### src/rtl/hazard_ctrl.sv
// hazard_ctrl: pipeline hazard controller for a 5-stage in-order core.
// Detects load-use and branch-operand hazards on the ID instruction, issues
// multi-cycle stalls, flushes wrong-path fetches on ID redirects, and freezes
// the whole pipeline while a data-memory access in MEM is outstanding.
//
// Optional feature macro: HAZARD_PERF_EN adds three wrapping performance
// counters (stall_cycles, flush_count, memwait_cycles), each CNT_W bits wide.
//
// Ports:
//   clk, rst                  clock, synchronous active-high reset
//   rs1, rs2, use_rs1/2       ID source registers and their read enables
//   id_is_ctrl                ID instruction is BRANCH/JALR/JUMP (resolves in ID)
//   branch_taken              ID redirect; the fetched instruction is wrong-path
//   ID_EX_*, EX_MEM_*         producer info for the instructions in EX and MEM
//   mem_req, mem_ready        data-memory access in MEM and its completion
//   pc_write .. ex_mem_write  pipeline register enables (combinational)
//   if_id_flush, id_ex_flush  bubble insertion (combinational)
//   state                     RUN=0, STALL=1, MEMWAIT=2
module hazard_ctrl #(
    parameter int unsigned CNT_W = 32
) (
    input  logic       clk,
    input  logic       rst,
    input  logic [4:0] rs1,
    input  logic [4:0] rs2,
    input  logic       use_rs1,
    input  logic       use_rs2,
    input  logic       id_is_ctrl,
    input  logic       branch_taken,
    input  logic [4:0] ID_EX_rd,
    input  logic       ID_EX_RegWrite,
    input  logic       ID_EX_MemRead,
    input  logic [4:0] EX_MEM_rd,
    input  logic       EX_MEM_RegWrite,
    input  logic       EX_MEM_MemRead,
    input  logic       mem_req,
    input  logic       mem_ready,
    output logic       pc_write,
    output logic       if_id_write,
    output logic       id_ex_write,
    output logic       ex_mem_write,
    output logic       if_id_flush,
    output logic       id_ex_flush,
    output logic [1:0] state
`ifdef HAZARD_PERF_EN
    ,
    output logic [CNT_W-1:0] stall_cycles,
    output logic [CNT_W-1:0] flush_count,
    output logic [CNT_W-1:0] memwait_cycles
`endif
);

    typedef enum logic [1:0] {
        RUN     = 2'd0,
        STALL   = 2'd1,
        MEMWAIT = 2'd2
    } hazState_e;

    hazState_e  curState, nextState, savedState, nextSaved;
    logic [1:0] stallCnt, nextCnt, stallLen;
    logic       idExMatch, exMemMatch, freeze;
    logic       stallNow, redirectNow, frozenNow;

    assign state = curState;

    // Hazard detection, next-state and output decode
    always_comb begin
        idExMatch  = ID_EX_RegWrite && (ID_EX_rd != 5'd0) &&
                     (((ID_EX_rd == rs1) && use_rs1) || ((ID_EX_rd == rs2) && use_rs2));
        exMemMatch = EX_MEM_RegWrite && (EX_MEM_rd != 5'd0) &&
                     (((EX_MEM_rd == rs1) && use_rs1) || ((EX_MEM_rd == rs2) && use_rs2));

        // Priority order gives the largest applicable stall length
        stallLen = 2'd0;
        if (idExMatch && ID_EX_MemRead && id_is_ctrl)
            stallLen = 2'd3;
        else if (exMemMatch && EX_MEM_MemRead && id_is_ctrl)
            stallLen = 2'd2;
        else if (idExMatch && (id_is_ctrl || ID_EX_MemRead))
            stallLen = 2'd1;

        freeze       = mem_req && !mem_ready;
        nextState    = curState;
        nextSaved    = savedState;
        nextCnt      = stallCnt;
        stallNow     = 1'b0;
        redirectNow  = 1'b0;
        frozenNow    = 1'b0;
        pc_write     = 1'b1;
        if_id_write  = 1'b1;
        id_ex_write  = 1'b1;
        ex_mem_write = 1'b1;
        if_id_flush  = 1'b0;
        id_ex_flush  = 1'b0;

        if (curState == MEMWAIT) begin
            frozenNow = 1'b1;
            if (mem_ready)
                nextState = savedState;
        end else if (freeze) begin
            frozenNow = 1'b1;
            nextState = MEMWAIT;
            nextSaved = curState;
        end else if (curState == STALL) begin
            stallNow = 1'b1;
            nextCnt  = stallCnt - 2'd1;
            if (stallCnt == 2'd1)
                nextState = RUN;
        end else if (stallLen != 2'd0) begin
            stallNow  = 1'b1;
            nextCnt   = stallLen - 2'd1;
            nextState = (stallLen > 2'd1) ? STALL : RUN;
        end else if (branch_taken) begin
            redirectNow = 1'b1;
            if_id_flush = 1'b1;
        end

        if (frozenNow) begin
            pc_write     = 1'b0;
            if_id_write  = 1'b0;
            id_ex_write  = 1'b0;
            ex_mem_write = 1'b0;
        end
        if (stallNow) begin
            pc_write    = 1'b0;
            if_id_write = 1'b0;
            id_ex_flush = 1'b1;
        end

        // Reset holds fetch and flushes both front registers
        if (rst) begin
            pc_write     = 1'b0;
            if_id_write  = 1'b0;
            id_ex_write  = 1'b1;
            ex_mem_write = 1'b1;
            if_id_flush  = 1'b1;
            id_ex_flush  = 1'b1;
        end
    end

    // State, remaining-stall counter and the state interrupted by a freeze
    always_ff @(posedge clk) begin
        if (rst) begin
            curState   <= RUN;
            savedState <= RUN;
            stallCnt   <= 2'd0;
        end else begin
            curState   <= nextState;
            savedState <= nextSaved;
            stallCnt   <= nextCnt;
        end
    end

`ifdef HAZARD_PERF_EN
    // Wrapping event counters
    always_ff @(posedge clk) begin
        if (rst) begin
            stall_cycles   <= '0;
            flush_count    <= '0;
            memwait_cycles <= '0;
        end else begin
            if (stallNow)
                stall_cycles <= stall_cycles + CNT_W'(1);
            if (redirectNow)
                flush_count <= flush_count + CNT_W'(1);
            if (frozenNow)
                memwait_cycles <= memwait_cycles + CNT_W'(1);
        end
    end
`else
    logic unusedCntW;
    assign unusedCntW = ^CNT_W;
`endif

endmodule
### config.mk
export PLATFORM = sky130hd
export DESIGN_NAME = hazard_ctrl
export DESIGN_NICKNAME = d
export VERILOG_FILES = /design/src/rtl/hazard_ctrl.sv
export SDC_FILE = /design/constraint.sdc
export NUM_CORES = 1
export LEC_CHECK = 0
export BUFFER_PORTS_ARGS = -buffer_cell sky130_fd_sc_hd__buf_2
export CORE_UTILIZATION = 40
export DETAILED_ROUTE_END_ITERATION = 8
export PLACE_DENSITY = 0.82
export SLEW_MARGIN = 20
export SYNTH_ARGS = -nofsm -noshare
export SYNTH_HDL_FRONTEND = slang
export SYNTH_SLANG_ARGS = --single-unit
### constraint.sdc
create_clock -name clk -period 3.1 [get_ports clk]
set_clock_uncertainty 0.1 [all_clocks]
set_input_delay 0.775 -clock clk [delete_from_list [all_inputs] [get_ports clk]]
set_output_delay 0.775 -clock clk [all_outputs]
set_load 0.005 [all_outputs]
Yosys cells after proc, flatten, opt, wreduce, memory -nomap -nowiden

Cells that the tools add are included.

Register bits after elaboration: 6
Input port bits: 32
Output and inout bits: 8
Logic and storage cells: 73

$add $sub $neg: 2
Order comparisons: 1
Equal/unequal tests: 9
Mux-type cells: 30
Bitwise gates (word level): 2
Reduce and logical (&&, ||, !) cells: 26

Operator list:

| cell                | number |
|---|---|
| $eq 5x5->1          | 4 |
| $mux 1              | 20 |
| $mux 2              | 10 |
| $logic_and 1x1->1   | 14 |
| $reduce_bool 5->1   | 2 |
| $reduce_and 3->1    | 2 |
| $eq 2x1->1 const B  | 2 |
| $ne 4x3->1 const B  | 1 |
| $reduce_bool 2->1   | 2 |
| $reduce_bool 4->1   | 1 |
| $sub 2x1->2 const B | 2 |
| $logic_or 1x1->1    | 3 |
| $eq 2x2->1 const B  | 1 |
| $gt 2x1->1 const B  | 1 |
| $ne 2x2->1 const B  | 1 |
| $not 1->1           | 2 |
| $reduce_and 2->1    | 1 |
| $logic_not 1->1     | 1 |

Depth between registers and ports, before layout

Word-level depth: 15
Depth in mapped cells: 12
Depth with buffers taken out: 12

Worst setup path after synthesis

Ideal clock, no wire load.

Path kind: input to output
From: input port ID_EX_rd[3]
To: output port pc_write
Arrival: 2.512 ns
Path slack: -0.287 ns
Stages: 7
Path buffers: 1
Cells stage by stage: or4_1 o211ai_1 o22a_1 ha_1 inv_1 nor4_1 buf_4

Longest elaborated chain between the ends: 15
Elaborated cells between the ends (all ways): 21
Classes of those cells: eq/ne (2); mux (9); reduce/logical (10)

RTL lines:

| what                   | line | source |
|---|---|---|
| from (decl)            | 30   | `input logic [4:0] ID_EX_rd,` |
| $eq 5x5->1             | 69   | `(((ID_EX_rd == rs1) && use_rs1) \|\| ((ID_EX_rd == rs2) && use_rs2));` |
| $logic_and 1x1->1      | 69   |  |
| $logic_or 1x1->1       | 69   |  |
| $logic_and 1x1->1 *    | 68   | `idExMatch = ID_EX_RegWrite && (ID_EX_rd != 5'd0) &&` |
| $logic_and 1x1->1      | 79   | `else if (idExMatch && (id_is_ctrl \|\| ID_EX_MemRead))` |
| $mux 1                 | 79   |  |
| $mux 2                 | 77   | `else if (exMemMatch && EX_MEM_MemRead && id_is_ctrl)` |
| $mux 2 *               | 75   | `if (idExMatch && ID_EX_MemRead && id_is_ctrl)` |
| $reduce_bool 2->1 *    | 109  | `end else if (stallLen != 2'd0) begin` |
| $mux 1 *               | 109  |  |
| $mux 1 *               | 104  | `end else if (curState == STALL) begin` |
| $mux 1 *               | 100  | `end else if (freeze) begin` |
| $mux 1 *               | 96   | `if (curState == MEMWAIT) begin` |
| $mux 1 * (2 in series) | n/a  |  |
| to (decl)              | 38   | `output logic pc_write,` |

Every way passes the cells marked *; elsewhere a longest branch is shown, timed or not.

Final worst setup path

From: input port ID_EX_rd[1]
To: output port id_ex_flush

Longest elaborated chain between the ends: 15
Elaborated cells between the ends (all ways): 21
Classes of those cells: eq/ne (2); mux (9); reduce/logical (10)

RTL lines:

| what                | line | source |
|---|---|---|
| $eq 5x5->1          | 69   |  |
| $logic_and 1x1->1   | 69   |  |
| $logic_or 1x1->1    | 69   |  |
| $logic_and 1x1->1 * | 68   |  |
| $logic_and 1x1->1   | 79   |  |
| $mux 1              | 79   |  |
| $mux 2              | 77   |  |
| $mux 2 *            | 75   |  |
| $reduce_bool 2->1 * | 109  |  |
| $mux 1 *            | 109  |  |
| $mux 1 *            | 104  |  |
| $mux 1 *            | 100  |  |
| $mux 1 *            | 96   |  |
| $mux 1 *            | 124  | `if (stallNow) begin` |
| $mux 1 *            | 131  | `if (rst) begin` |
| to (decl)           | 43   | `output logic id_ex_flush,` |

Marks and branches as above.

==> results.cfg <==
[finish]
fin_util_pct = 66.7
seq_area_um2 = 120
drive_gt1_share_pct = 45.6
n_antenna_cell = 0
final_net_count = 185
fillerInstances = 150
areaGrowthSynthToFinish_pct = 53.4
multiInputGateArea_um2 = 678

[floorplan]
die_area_mm2 = 0.00208
io_pins = 40
die_h_um = 45.6
start_util_pct = 43.5
dieWidth_um = 45.6
num_rows = 15
core_mm2 = 0.00175

[worst_setup_path]
crit_chain = buf_8 > or4_4 > o211ai_1 > o22a_1 > ha_4 > a21boi_2 > o21ai_2 > nand2b_1 > buf_2
arrival_ns = 2.50
critPathKind = in -> out
critPathBufInv = 2
cp.required_ns = 2.22
slowest_delay_ns = 0.52
endpoint_kind = primary output
worst-path-max-fanout = 4
cpLargestDelayFamily = compound AO/OA/AOI/OAI gates
crit_path_start_kind = input pin
cp_slowest_cell = or4_4

[routing]
via_per_inst = 5.42
wl_per_cell_um = 13.7
drt_pre_antenna_iters = 4
first_iter_violations = 21
totalWireLength_um = 2390
drcViolationCount = 0
ant_nets = 0
via_count = 943

[sta]
hold_slack_ns = 0.372
slew_headroom_pct = 64.2
slew_viol_final = 0
tightest_slew_ns = 0.536
rsz0062_at_grt = true
fin_ws_ns = -0.272
timing.fmax_mhz = 297
setup_tns_ns = -0.938
period_share_pct = 109
fin_crit_ns = 3.37
finalHoldViolCount = 0
setup_violations = 4

[grt]
grt_overflow = 0
grt_first_pass_wirelength_um = 3550
antenna_found_initial = 0
grt_pass1_vias = 887
grt_max_degree = 16
grt_usage_pct = 23.8

[synthesis]
avgSynthCellArea_um2 = 7.37
netlist_area_um2 = 759
syn-num-nets = 137
synth.yosys.seq_area_share_pct = 15.8
ys_ff_latch = 6
yosys_warnings = 0
syn_inst = 103
yosysUniqueCellTypes = 33

[clocking]
clockBufferDepth = 2
cts_root_buf = clkbuf_4
cts_sinks = 6
path_clk_slew_ns = 0.05
cts_made_buffers = 3
cts_tree = done
clk-insertion-delay-late_ns = 0.25
htreeDepth = 1

[min_path]
hold_path_class = reg -> reg

[placed_design]
hpwlAfterDp_um = 1760
routabilityCongestion = 0.977
io_buffer_count = 39

[power_and_ir_drop]
peakVddDrop_mv = 0.166
p_per_area_mw_per_mm2 = 298
power.leakage_nw = 0.483
power_w = 0.000347

[run_status]
status = finished with violations
violations = negative setup slack

[flow_run]
maxCapViolations = 0
[cell families after synthesis]
logic type | Yosys count | share of synthesized area, %
DFF | 6 | 15.8
adders and majority gates | 2 | 3.29
buffers and inverters | 10 | 6.26
AOI/OAI and AO/OA | 26 | 23.2
xor gates and xnor gates | 20 | 23.1
and+or+nand+nor | 38 | 27.0
muxes | 1 | 1.32
[area by class of cell]
type	count	share of cell area [%]
well taps	25	2.69
repair buffers	48	25.2
flip-flops and latches	6	10.3
clock buffers	3	1.93
inverters	5	1.61
multi-input cells	87	58.2
[final timing paths]
check              startpoint           to  slack [ns]  depth (start not counted)
hold reg to reg   stallCnt[1]  stallCnt[1]        0.37                          2
setup / recovery  ID_EX_rd[1]  id_ex_flush       -0.27                          9
hold / removal    stallCnt[1]  stallCnt[1]        0.37                          2
setup reg to reg     state[1]     state[0]        1.27                          5
[worst min-delay path: stages (launching register included)]
cell,delay [ns]
dfxtp_1,0.29
inv_1,0.06
a211oi_1,0.06
[flip-flops by register name, indices dropped and copies added (netlist names)]
| signal | count |
|---|---|
| state | 2 |
| savedState | 2 |
| stallCnt | 2 |
[layer usage]
layer / part of all wire [%] / GRT usage [%] / up-vias
met5: 0 / 0 / -
met4: 3.2 / 15.2 / 0
met3: 4.8 / 2.78 / 8
met2: 51 / 42.9 / 49
met1: 41 / 25.9 / 424
li1: - / - / 462
[placed cells by master, fill, tap and decap left out, types with 2 or more instances in the layout]
cell type / instances
buf_6: 3
nor2_1: 6
o211ai_1: 2
buf_4: 10
nand2b_1: 5
a211oi_1: 3
nor3_1: 3
inv_1: 4
clkbuf_4: 3
nand2_1: 9
a21oi_1: 8
xnor2_2: 3
nor2b_1: 2
dfxtp_1: 6
nand4_1: 5
buf_2: 34
o21ai_0: 2
xnor2_1: 17
[cells in the mapped netlist (all sizes together)]
| cell | number | share of area, % |
|---|---|---|
| nor2b | 3 | 3.5 |
| o2bb2ai | 1 | 1.2 |
| nand2 | 9 | 4.4 |
| o22a | 1 | 1.2 |
| dfxtp | 6 | 16 |
| xnor2 | 20 | 23 |
| a21boi | 1 | 0.99 |
| and4b | 1 | 1.3 |
| a21oi | 9 | 6.4 |
| or4 | 1 | 0.99 |
| o21ai | 4 | 2.6 |
| nand2b | 5 | 4.1 |
| a31o | 1 | 1.2 |
| o211ai | 2 | 2.0 |
| nor3 | 4 | 2.6 |
| a221oi | 2 | 3.1 |
| mux2i | 1 | 1.3 |
| o22ai | 2 | 1.6 |
| nor4 | 1 | 0.82 |
| or2 | 1 | 0.82 |
| ha | 2 | 3.3 |
| buf | 5 | 3.8 |
| a211oi | 3 | 3.0 |
| nand4 | 5 | 4.1 |
| nor2 | 7 | 3.5 |
| or3 | 1 | 0.82 |
| inv | 5 | 2.5 |
[power by group]
| part | leakage, nW | switching (W) | internal [W] |
|---|---|---|---|
| Clock | 0.0138 | 0.0000309 | 0.0000440 |
| Sequential | 0.0488 | 0.00000864 | 0.0000842 |
| Combinational | 0.421 | 0.0000874 | 0.0000915 |
[through the flow]
step                worst slack, ns  instance area [um2]  instances
finish                       -0.272                 1160        174
global route                 -0.380                 1160        174
CTS                          -0.256                 1150        174
detailed placement           -0.335                 1040        170
global placement             -0.269                 1040        170
floorplan                   -0.0819                  781        103
[repair_timing]
item                                    in CTS  in global routing
resized for setup                           16                  4
endpoints found under the hold margin        0                  0
buffers inserted                             1                  0
hold buffers                                 0                  0
endpoints found under the setup margin       5                  6
pin swaps                                   11                  1
Note: power is estimated with default switching activity, not from simulation.
